===== src/rtl/alu_pkg.sv =====
// Shared definitions for the alu_seq datapath: opcode encodings, flag bit
// positions and the controller state type.
package alu_pkg;

  localparam logic [3:0] OP_MOVAC = 4'h0;
  localparam logic [3:0] OP_MOVR  = 4'h1;
  localparam logic [3:0] OP_ADD   = 4'h2;
  localparam logic [3:0] OP_SUB   = 4'h3;
  localparam logic [3:0] OP_INAC  = 4'h4;
  localparam logic [3:0] OP_CLAC  = 4'h5;
  localparam logic [3:0] OP_AND   = 4'h6;
  localparam logic [3:0] OP_OR    = 4'h7;
  localparam logic [3:0] OP_XNOR  = 4'h8;
  localparam logic [3:0] OP_NOT   = 4'h9;
  localparam logic [3:0] OP_SHL   = 4'hA;
  localparam logic [3:0] OP_SHR   = 4'hB;
  localparam logic [3:0] OP_MUL   = 4'hC;

  localparam int unsigned FLAG_Z = 3;
  localparam int unsigned FLAG_N = 2;
  localparam int unsigned FLAG_C = 1;
  localparam int unsigned FLAG_V = 0;

  typedef enum logic {
    IDLE,
    MUL_RUN
  } alu_state_e;

endpackage


===== src/rtl/alu_mul_seq.sv =====
// Iterative shift-add unsigned multiplier: one multiplier bit per cycle,
// WIDTH cycles after start. done/product are combinational during the last
// step so the parent can register the result on the same edge the last
// partial product is added.
module alu_mul_seq #(
  parameter int unsigned WIDTH = 8
) (
  input  logic               clk,
  input  logic               rst,
  input  logic               start,
  input  logic [WIDTH-1:0]   a,
  input  logic [WIDTH-1:0]   b,
  output logic               busy,
  output logic               done,
  output logic [2*WIDTH-1:0] product
);

  localparam int unsigned CW = $clog2(WIDTH);
  localparam logic [CW-1:0] CNT_LAST = CW'(WIDTH - 1);

  logic               busy_q;
  logic [CW-1:0]      cnt_q;
  logic [2*WIDTH-1:0] acc_q;
  logic [2*WIDTH-1:0] mcand_q;
  logic [WIDTH-1:0]   mplier_q;
  logic [2*WIDTH-1:0] step_sum;

  // Partial-product accumulation for the current multiplier bit.
  always_comb begin
    step_sum = acc_q + (mplier_q[0] ? mcand_q : '0);
  end

  assign busy    = busy_q;
  assign done    = busy_q && (cnt_q == CNT_LAST);
  assign product = step_sum;

  // Operand capture on start, then one shift-add step per cycle.
  always_ff @(posedge clk) begin
    if (!rst) begin
      busy_q   <= 1'b0;
      cnt_q    <= '0;
      acc_q    <= '0;
      mcand_q  <= '0;
      mplier_q <= '0;
    end else if (start && !busy_q) begin
      busy_q   <= 1'b1;
      cnt_q    <= '0;
      acc_q    <= '0;
      mcand_q  <= {{WIDTH{1'b0}}, a};
      mplier_q <= b;
    end else if (busy_q) begin
      acc_q    <= step_sum;
      mcand_q  <= mcand_q << 1;
      mplier_q <= mplier_q >> 1;
      cnt_q    <= cnt_q + 1'b1;
      if (cnt_q == CNT_LAST) begin
        busy_q <= 1'b0;
      end
    end
  end

endmodule


===== src/rtl/alu_seq.sv =====
// Accumulator-side ALU with internal operand register R, status flags and
// an optional multi-cycle multiply. Define ALU_MUL_EN to build in MUL, the
// MUL_RUN state and the alu_mul_seq multiplier; without it opcode C is
// illegal and busy is tied low.
module alu_seq
  import alu_pkg::*;
#(
  parameter int unsigned WIDTH = 8,
  parameter int unsigned OPW   = 4
) (
  input  logic             clk,
  input  logic             rst,
  input  logic             en,
  input  logic [OPW-1:0]   operation,
  input  logic [WIDTH-1:0] ac,
  output logic [WIDTH-1:0] alu_out,
  output logic [3:0]       flags,
  output logic             busy,
  output logic             done,
  output logic             err
);

  logic [WIDTH-1:0] alu_out_q, alu_out_d;
  logic [WIDTH-1:0] r_q, r_d;
  logic [3:0]       flags_q, flags_d;
  logic             done_q, done_d;
  logic             err_q, err_d;

  logic             accept;
  logic [WIDTH-1:0] res;
  logic [3:0]       fl;
  logic             ill;
  logic [WIDTH:0]   add_w;
  logic [WIDTH:0]   inc_w;
  logic [WIDTH-1:0] sub_r;

  assign accept = en && !busy;

  // Single-cycle result and flags for the presented opcode.
  always_comb begin
    add_w = {1'b0, ac} + {1'b0, r_q};
    inc_w = {1'b0, ac} + {{WIDTH{1'b0}}, 1'b1};
    sub_r = ac - r_q;
    res   = '0;
    fl    = '0;
    ill   = 1'b0;
    case (operation)
      OP_MOVAC: res = ac;
      OP_MOVR:  res = r_q;
      OP_ADD: begin
        res         = add_w[WIDTH-1:0];
        fl[FLAG_C]  = add_w[WIDTH];
        fl[FLAG_V]  = (ac[WIDTH-1] == r_q[WIDTH-1]) && (res[WIDTH-1] != ac[WIDTH-1]);
      end
      OP_SUB: begin
        res         = sub_r;
        fl[FLAG_C]  = (ac < r_q);
        fl[FLAG_V]  = (ac[WIDTH-1] != r_q[WIDTH-1]) && (res[WIDTH-1] != ac[WIDTH-1]);
      end
      OP_INAC: begin
        res         = inc_w[WIDTH-1:0];
        fl[FLAG_C]  = inc_w[WIDTH];
        fl[FLAG_V]  = !ac[WIDTH-1] && res[WIDTH-1];
      end
      OP_CLAC:  res = '0;
      OP_AND:   res = ac & r_q;
      OP_OR:    res = ac | r_q;
      OP_XNOR:  res = ~ac ^ r_q;
      OP_NOT:   res = ~ac;
      OP_SHL: begin
        res         = ac << 1;
        fl[FLAG_C]  = ac[WIDTH-1];
      end
      OP_SHR: begin
        res         = ac >> 1;
        fl[FLAG_C]  = ac[0];
      end
`ifdef ALU_MUL_EN
      OP_MUL:   res = '0;
`endif
      default:  ill = 1'b1;
    endcase
    if (ill) begin
      res = '0;
      fl  = '0;
      fl[FLAG_Z] = 1'b1;
    end else begin
      fl[FLAG_Z] = (res == '0);
      fl[FLAG_N] = res[WIDTH-1];
    end
  end

`ifdef ALU_MUL_EN
  alu_state_e         state_q, state_d;
  logic               mul_start;
  logic               mul_busy;
  logic               mul_done;
  logic [2*WIDTH-1:0] mul_product;

  alu_mul_seq #(
    .WIDTH (WIDTH)
  ) u_mul (
    .clk     (clk),
    .rst     (rst),
    .start   (mul_start),
    .a       (ac),
    .b       (r_q),
    .busy    (mul_busy),
    .done    (mul_done),
    .product (mul_product)
  );

  assign busy = mul_busy;

  // Controller state register.
  always_ff @(posedge clk) begin
    if (!rst) begin
      state_q <= IDLE;
    end else begin
      state_q <= state_d;
    end
  end
`else
  assign busy = 1'b0;
`endif

  // Next-state, commit of single-cycle results and multiply completion.
  always_comb begin
    alu_out_d = alu_out_q;
    flags_d   = flags_q;
    r_d       = r_q;
    done_d    = 1'b0;
    err_d     = 1'b0;
`ifdef ALU_MUL_EN
    state_d   = state_q;
    mul_start = 1'b0;
    if (state_q == MUL_RUN && mul_done) begin
      alu_out_d       = mul_product[WIDTH-1:0];
      flags_d         = '0;
      flags_d[FLAG_Z] = (mul_product[WIDTH-1:0] == '0);
      flags_d[FLAG_N] = mul_product[WIDTH-1];
      flags_d[FLAG_C] = |mul_product[2*WIDTH-1:WIDTH];
      done_d          = 1'b1;
      state_d         = IDLE;
    end else if (accept && operation == OP_MUL) begin
      mul_start = 1'b1;
      state_d   = MUL_RUN;
    end else
`endif
    if (accept) begin
      alu_out_d = res;
      flags_d   = fl;
      done_d    = 1'b1;
      err_d     = ill;
      if (operation == OP_MOVAC) begin
        r_d = ac;
      end
    end
  end

  // Datapath registers; reset also aborts any multiply in flight.
  always_ff @(posedge clk) begin
    if (!rst) begin
      alu_out_q <= '0;
      flags_q   <= '0;
      r_q       <= '0;
      done_q    <= 1'b0;
      err_q     <= 1'b0;
    end else begin
      alu_out_q <= alu_out_d;
      flags_q   <= flags_d;
      r_q       <= r_d;
      done_q    <= done_d;
      err_q     <= err_d;
    end
  end

  assign alu_out = alu_out_q;
  assign flags   = flags_q;
  assign done    = done_q;
  assign err     = err_q;

endmodule


===== config.mk =====
export PLATFORM = sky130hd
export DESIGN_NAME = alu_seq
export DESIGN_NICKNAME = d
export VERILOG_FILES = /design/src/rtl/alu_pkg.sv /design/src/rtl/alu_mul_seq.sv /design/src/rtl/alu_seq.sv
export SDC_FILE = /design/constraint.sdc
export NUM_CORES = 1
export LEC_CHECK = 0
export CORE_ASPECT_RATIO = 1.75
export CORE_MARGIN = 5
export CORE_UTILIZATION = 62
export DETAILED_ROUTE_END_ITERATION = 10
export HOLD_SLACK_MARGIN = 0.03
export PLACE_DENSITY_LB_ADDON = 0.2
export RECOVER_POWER = 100
export SETUP_SLACK_MARGIN = 0.2
export SLEW_MARGIN = 20
export SYNTH_ARGS = -nofsm -noshare
export SYNTH_HDL_FRONTEND = slang
export SYNTH_SLANG_ARGS = --single-unit
export TNS_END_PERCENT = 5

===== constraint.sdc =====
create_clock -name clk -period 4.9 [get_ports clk]
set_input_delay 1.47 -clock clk [delete_from_list [all_inputs] [get_ports clk]]
set_output_delay 1.47 -clock clk [all_outputs]
set_load 0.005 [all_outputs]

After elaboration in Yosys (flattened, before gate mapping) --
Cells that the tools add are included.
Word-level totals: register bits 22, word-level logic and storage cells 45
Cells by class: mux-type cells 8, order comparisons 1, $add $sub $neg 3, reduce and logical (&&, ||, !) cells 9, bitwise logic cells 4, equality and inequality tests 15
Operators with widths (number):
- $pmux W8 S11 | 1
- $eq A4 B3 Y1 const B | 4
- $eq A4 B4 Y1 const B | 4
- $reduce_or A12 Y1 | 1
- $add A8 B1 Y9 const B | 1
- $add A8 B8 Y9 | 1
- $and A8 B8 Y8 | 1
- $eq A4 B2 Y1 const B | 2
- $logic_not A8 Y1 | 1
- $lt A8 B8 Y1 | 1
- $mux W8 | 1
- $not A8 Y8 | 1
- $or A8 B8 Y8 | 1
- $sub A8 B8 Y8 | 1
- $xor A8 B8 Y8 | 1
- $pmux W1 S5 | 1
- $eq A4 B1 Y1 const B | 1
- $logic_not A4 Y1 | 1
- $mux W2 | 2
- $reduce_and A2 Y1 | 2
- $logic_and A1 B1 Y1 | 3
- $ne A1 B1 Y1 | 3
- $pmux W1 S3 | 1
- $mux W1 | 2
- other kinds (2) | 2

Depth between registers and ports, before layout --
depth after elaboration 5, mapped depth 11

Worst setup path after synthesis --
Ideal clock, no wire load.
path type in2reg, start input ac[3], end register flags_q[3], in the netlist flags[3], stages 11, required time 4.784 ns, path slack 1.194 ns, library setup time 0.116 ns, data arrival time 3.590 ns, cells stage by stage clkbuf_1 -> inv_1 -> ha_1 -> buf_2 -> nor3_1 -> nor3_1 -> o41ai_1 -> or4_1 -> and3_1 -> and4_1 -> o211a_1
On the way: word-level cells in the longest chain between the ends 5, elaborated cells between the ends (all ways) 10, those cells by class add/sub (3); mux (2); bitwise (4); reduce/logical (1)
RTL lines:
- from (decl) | line alu_seq.sv:15 | input logic [WIDTH-1:0] ac,
- branches (longest 2 deep; another with $add A8 B1 Y9)
- $pmux W8 S11 (*) | line alu_seq.sv:47 | case (operation)
- $logic_not A8 Y1 (*) | line alu_seq.sv:88 | fl[FLAG_Z] = (res == '0);
- $mux W2 (*) | line alu_seq.sv:83 | if (ill) begin
- to (signal assigned) | line alu_seq.sv:171 | flags_q <= flags_d;
- to (decl) | line alu_seq.sv:25 | logic [3:0] flags_q, flags_d;
Every way passes the cells marked *. A chain may end at the register's enable or synchronous reset.

Worst setup path in the final report --
start input operation[3], end register flags_q[3], in the netlist flags[3]
On the way: word-level cells in the longest chain between the ends 4, elaborated cells between the ends (all ways) 16, those cells by class eq/ne (11); mux (2); reduce/logical (3)
RTL lines:
- from (decl) | line alu_seq.sv:14 | input logic [OPW-1:0] operation,
- $eq A4 B4 Y1, or another cell as far along | line alu_seq.sv:47
- $pmux W8 S11 | line alu_seq.sv:47
- $logic_not A8 Y1 | line alu_seq.sv:88
- $mux W2 (*) | line alu_seq.sv:83
Every way passes the cells marked *; elsewhere a longest branch is shown, timed or not.

==> results by group <==
Timing
  – Final-report setup violation count: 0
  – Final hold vios: 0
  – Final period utilization: roughly 91%
  – Number of slew-limit violations in the final report: 0
  – Worst clock skew on the final layout: 0.00607 ns
  – Setup repair after global routing missed its margin: no
  – Min Tclk post-route: about 4.5 ns
  – Timing-limited maximum frequency: 224 MHz
  – Hold Slack: approximately 0.55 ns
  – Minimum setup slack in the final design: between 0.4 and 0.5 ns
  – Total Neg Setup Slack: 0 ns
  – Measured slew at the worst slew-check pin: around 0.80 ns
  – Worst slew slack as a fraction of its limit: 46.4%

Global route
  – Largest net degree at the start of global routing: between 50 and 60
  – Met2 track demand over resource: between 50 and 60%
  – Number of antenna violations at the first check in global routing: 0
  – Vias in the first global route: 2,863
  – Grt peak-use layer: met2
  – First-pass GRT wire length: roughly 14,000 um
  – Overflow left after global routing: 0
  – Global-route usage over all layers: between 30% and 40%
  – Met1 GRT Util: between 30% and 40%
  – Met3 track demand over resource: approximately 4.7%

Power and ir drop
  – Internal power component: 0.310 mW
  – Total Power: between 0.4 and 0.5 mW
  – Max rail drop VDD: 194 uV
  – Switch share: between 30% and 40%
  – Clock power share: between 20 and 30%
  – Sequential cell fraction of total power: 36.6%
  – Net switching component of the power: approximately 0.18 mW
  – Static leakage power: 1.23 nW
  – Combinational cell fraction of total power: roughly two fifths
  – Pwr per Cell Area: 166 nW/um^2

Clocking
  – Post-cts hold buffer count: 0
  – Worst-skew pair later-pin latency: between 0.2 and 0.3 ns
  – TritonCTS buffer count: 3
  – Level count of the clock H-tree: 1
  – Buffer depth of the longest clock path: 2
  – Clock tree from TritonCTS: yes
  – PostCTS Resize Cnt: 0
  – Clock-pin slew on the worst setup and hold paths: around 0.080 ns
  – Post-CTS setup buffer count: 0
  – Number of clock sinks: 21
  – CTS Root Buffer Type: sky130_fd_sc_hd__clkbuf_8

Place
  – Placed wire-length estimate: ~6600 um
  – Placer congestion estimate: between 0.9 and 1
  – Input/output buffers: 28
  – Pre-CTS setup slack: between 0.3 and 0.4 ns
  – Post-Place Cells: between 400 and 500

Floorplanning
  – Placement row count: 31
  – Floorplan die width: just under 60 um
  – Total die area: between 5000 and 6000 sq um
  – CORE AREA: about 4100 sq um
  – Top-level I/O count: 30
  – Starting utilization of the core area: ~64%
  – Vertical extent of the die: around 96 um

Run status
  – Status: finished, final reports clean

Finish
  – Layout net count: between 400 and 500
  – Fill cells: between 300 and 400
  – Fraction of layout instances using a drive strength above 1: 5.38%
  – Area added between synthesis and finish: 13.0%
  – Number of standard cells in the final layout excluding fillers: 421
  – Antenna Diode Count: 0

Drt
  – Remaining DRCs: 0
  – Per-cell via count in the routed design: a little under 7
  – Total routed wirelength: 8970 um
  – Remaining number of nets flagged by the antenna check after routing: 0
  – DR WL/cell: ~21 um
  – Via count of the routed design: between 2,000 and 3,000
  – Number of search-and-repair iterations in the first detailed-routing pass: 6
  – Drt initial violations: 252

Logic synthesis
  – FF+latch count, synth: 21
  – Top post-synthesis cells by area: sky130_fd_sc_hd__dfxtp_1, sky130_fd_sc_hd__ha_1, sky130_fd_sc_hd__a21oi_1
  – Number of instances in the synthesized netlist: 358
  – Yosys cell types: 65
  – Synthesized netlist net count: 402
  – Number of synthesized flops with an enable pin: 0
  – Top cell type's share of synthesized area: between 10% and 20%
  – Total of warnings raised by yosys: 0
  – Average size of a mapped cell: ~7.3 sq um
  – Dominant cell type by area after synthesis: sky130_fd_sc_hd__dfxtp_1
  – Ys flop type: sky130_fd_sc_hd__dfxtp_1
  – Async SR Flop Fraction: 0%
  – Synth Cell Area: around 2600 sq um
  – Sequential cell area fraction in the yosys report: 16.0%

Critical path
  – Worst-path fanout max: 11
  – CP Class: input pin to flop
  – CP Data Arrival Time: around 4.7 ns
  – Required arrival time at the worst endpoint: just over 5 ns
  – Kind of end point of the critical path: flop
  – CP Launch Type: input pin

Worst hold path
  – Class of the tightest hold or removal check: flop to flop

Flow run
  – Maxcap violations: 0
[synthesized netlist by cell type, drive strengths merged (3+ instances only)]
cell,count
nand3,10
xnor2,6
o2111ai,4
nor3,11
o21ai,13
a211oi,7
o21bai,3
nand2b,4
o211ai,3
nor2b,20
a22oi,3
o22ai,8
and2,6
nand2,21
a221o,3
nand4,3
or3,3
a21oi,25
buf,19
clkbuf,10
inv,30
a31oi,8
dfxtp,21
and3,5
nor2,23
mux2i,5
a21o,6
o32ai,3
nor3b,4
ha,27
[power by group through the flow]
stage               clock network, mW  registers, mW  logic (mW)
floorplan                           0          0.185       0.118
global placement                    0          0.184       0.183
CTS                             0.123          0.181       0.187
detailed placement                  0          0.185       0.185
global route                    0.134          0.181       0.202
finish                          0.124          0.181       0.189
[layout make-up]
cell class / instances / area (sq um) / area share, %
multi-input cells: 278 / 1960 / 66.1
inverters: 30 / 113 / 3.79
well taps: 49 / 61.3 / 2.06
clock buffers: 3 / 41.3 / 1.39
repair buffers: 39 / 368 / 12.4
clock inverters: 1 / 5.00 / 0.168
flip-flops and latches: 21 / 420 / 14.1
[path summary, 6_finish.rpt]
check	startpoint	endpoint	slack, ns	depth (start not counted)
hold reg to reg	flags[0]	flags[0]	0.55	2
setup / recovery	operation[3]	flags[3]	0.44	9
setup reg to reg	r_q[3]	flags[3]	2.06	9
hold / removal	flags[0]	flags[0]	0.55	2
[through the flow]
| step | utilization, % | area, sq um |
|---|---|---|
| 3_5_place_dp | 71.3 | 2930 |
| 3_3_place_gp | 71.3 | 2930 |
| 4_1_cts | 72.5 | 2980 |
| 2_1_floorplan | - | 2630 |
| 6_report | 72.3 | 2970 |
| 5_1_grt | 72.3 | 2970 |
[flip-flops by register name (all words and copies together), names as in the netlist]
signal	count
alu_out	7
done	1
err	1
flags	4
r_q	8
[routing by layer]
layer	up-vias	wire length, um
met3	62	695
met1	1334	3240
li1	1332	-
met4	0	795
met5	-	0
met2	192	4240
[cell usage in the layout (no fill, tap or decap), types with 4 or more instances in the layout]
cell,n
sky130_fd_sc_hd__inv_1,29
sky130_fd_sc_hd__ha_1,27
sky130_fd_sc_hd__a21oi_1,25
sky130_fd_sc_hd__nor2_1,23
sky130_fd_sc_hd__nand2_1,21
sky130_fd_sc_hd__dfxtp_1,21
sky130_fd_sc_hd__nor2b_1,20
sky130_fd_sc_hd__dlygate4sd3_1,18
sky130_fd_sc_hd__o21ai_0,13
sky130_fd_sc_hd__nor3_1,11
sky130_fd_sc_hd__nand3_1,10
sky130_fd_sc_hd__clkdlybuf4s50_1,10
sky130_fd_sc_hd__o22ai_1,8
sky130_fd_sc_hd__a31oi_1,8
sky130_fd_sc_hd__buf_4,8
sky130_fd_sc_hd__a211oi_1,7
sky130_fd_sc_hd__xnor2_1,6
sky130_fd_sc_hd__a21o_1,6
sky130_fd_sc_hd__mux2i_1,5
sky130_fd_sc_hd__and3_1,5
sky130_fd_sc_hd__nand2b_1,4
sky130_fd_sc_hd__o2111ai_1,4
sky130_fd_sc_hd__and2_0,4
[critical path, cell delays in order]
cell                            delay, ns
sky130_fd_sc_hd__dlygate4sd3_1       0.81
sky130_fd_sc_hd__clkbuf_1            0.48
sky130_fd_sc_hd__nor2_1              0.31
sky130_fd_sc_hd__a21oi_1             0.27
sky130_fd_sc_hd__o32ai_1             0.13
sky130_fd_sc_hd__a221o_1             0.35
sky130_fd_sc_hd__a2111oi_0           0.46
sky130_fd_sc_hd__and4_1              0.27
sky130_fd_sc_hd__o211a_1             0.13
[kinds of logic after synthesis]
family	synth area share (%)
buffers and inverters	9.37
adder cells (fa/ha/maj)	14.4
AO/OA/AOI/OAI	29.5
other	0.143
flip-flops	16.0
XOR/XNOR	2.00
multiplexers	3.62
AND/OR/NAND/NOR	25.0
Note: power is estimated with default switching activity, not from simulation.
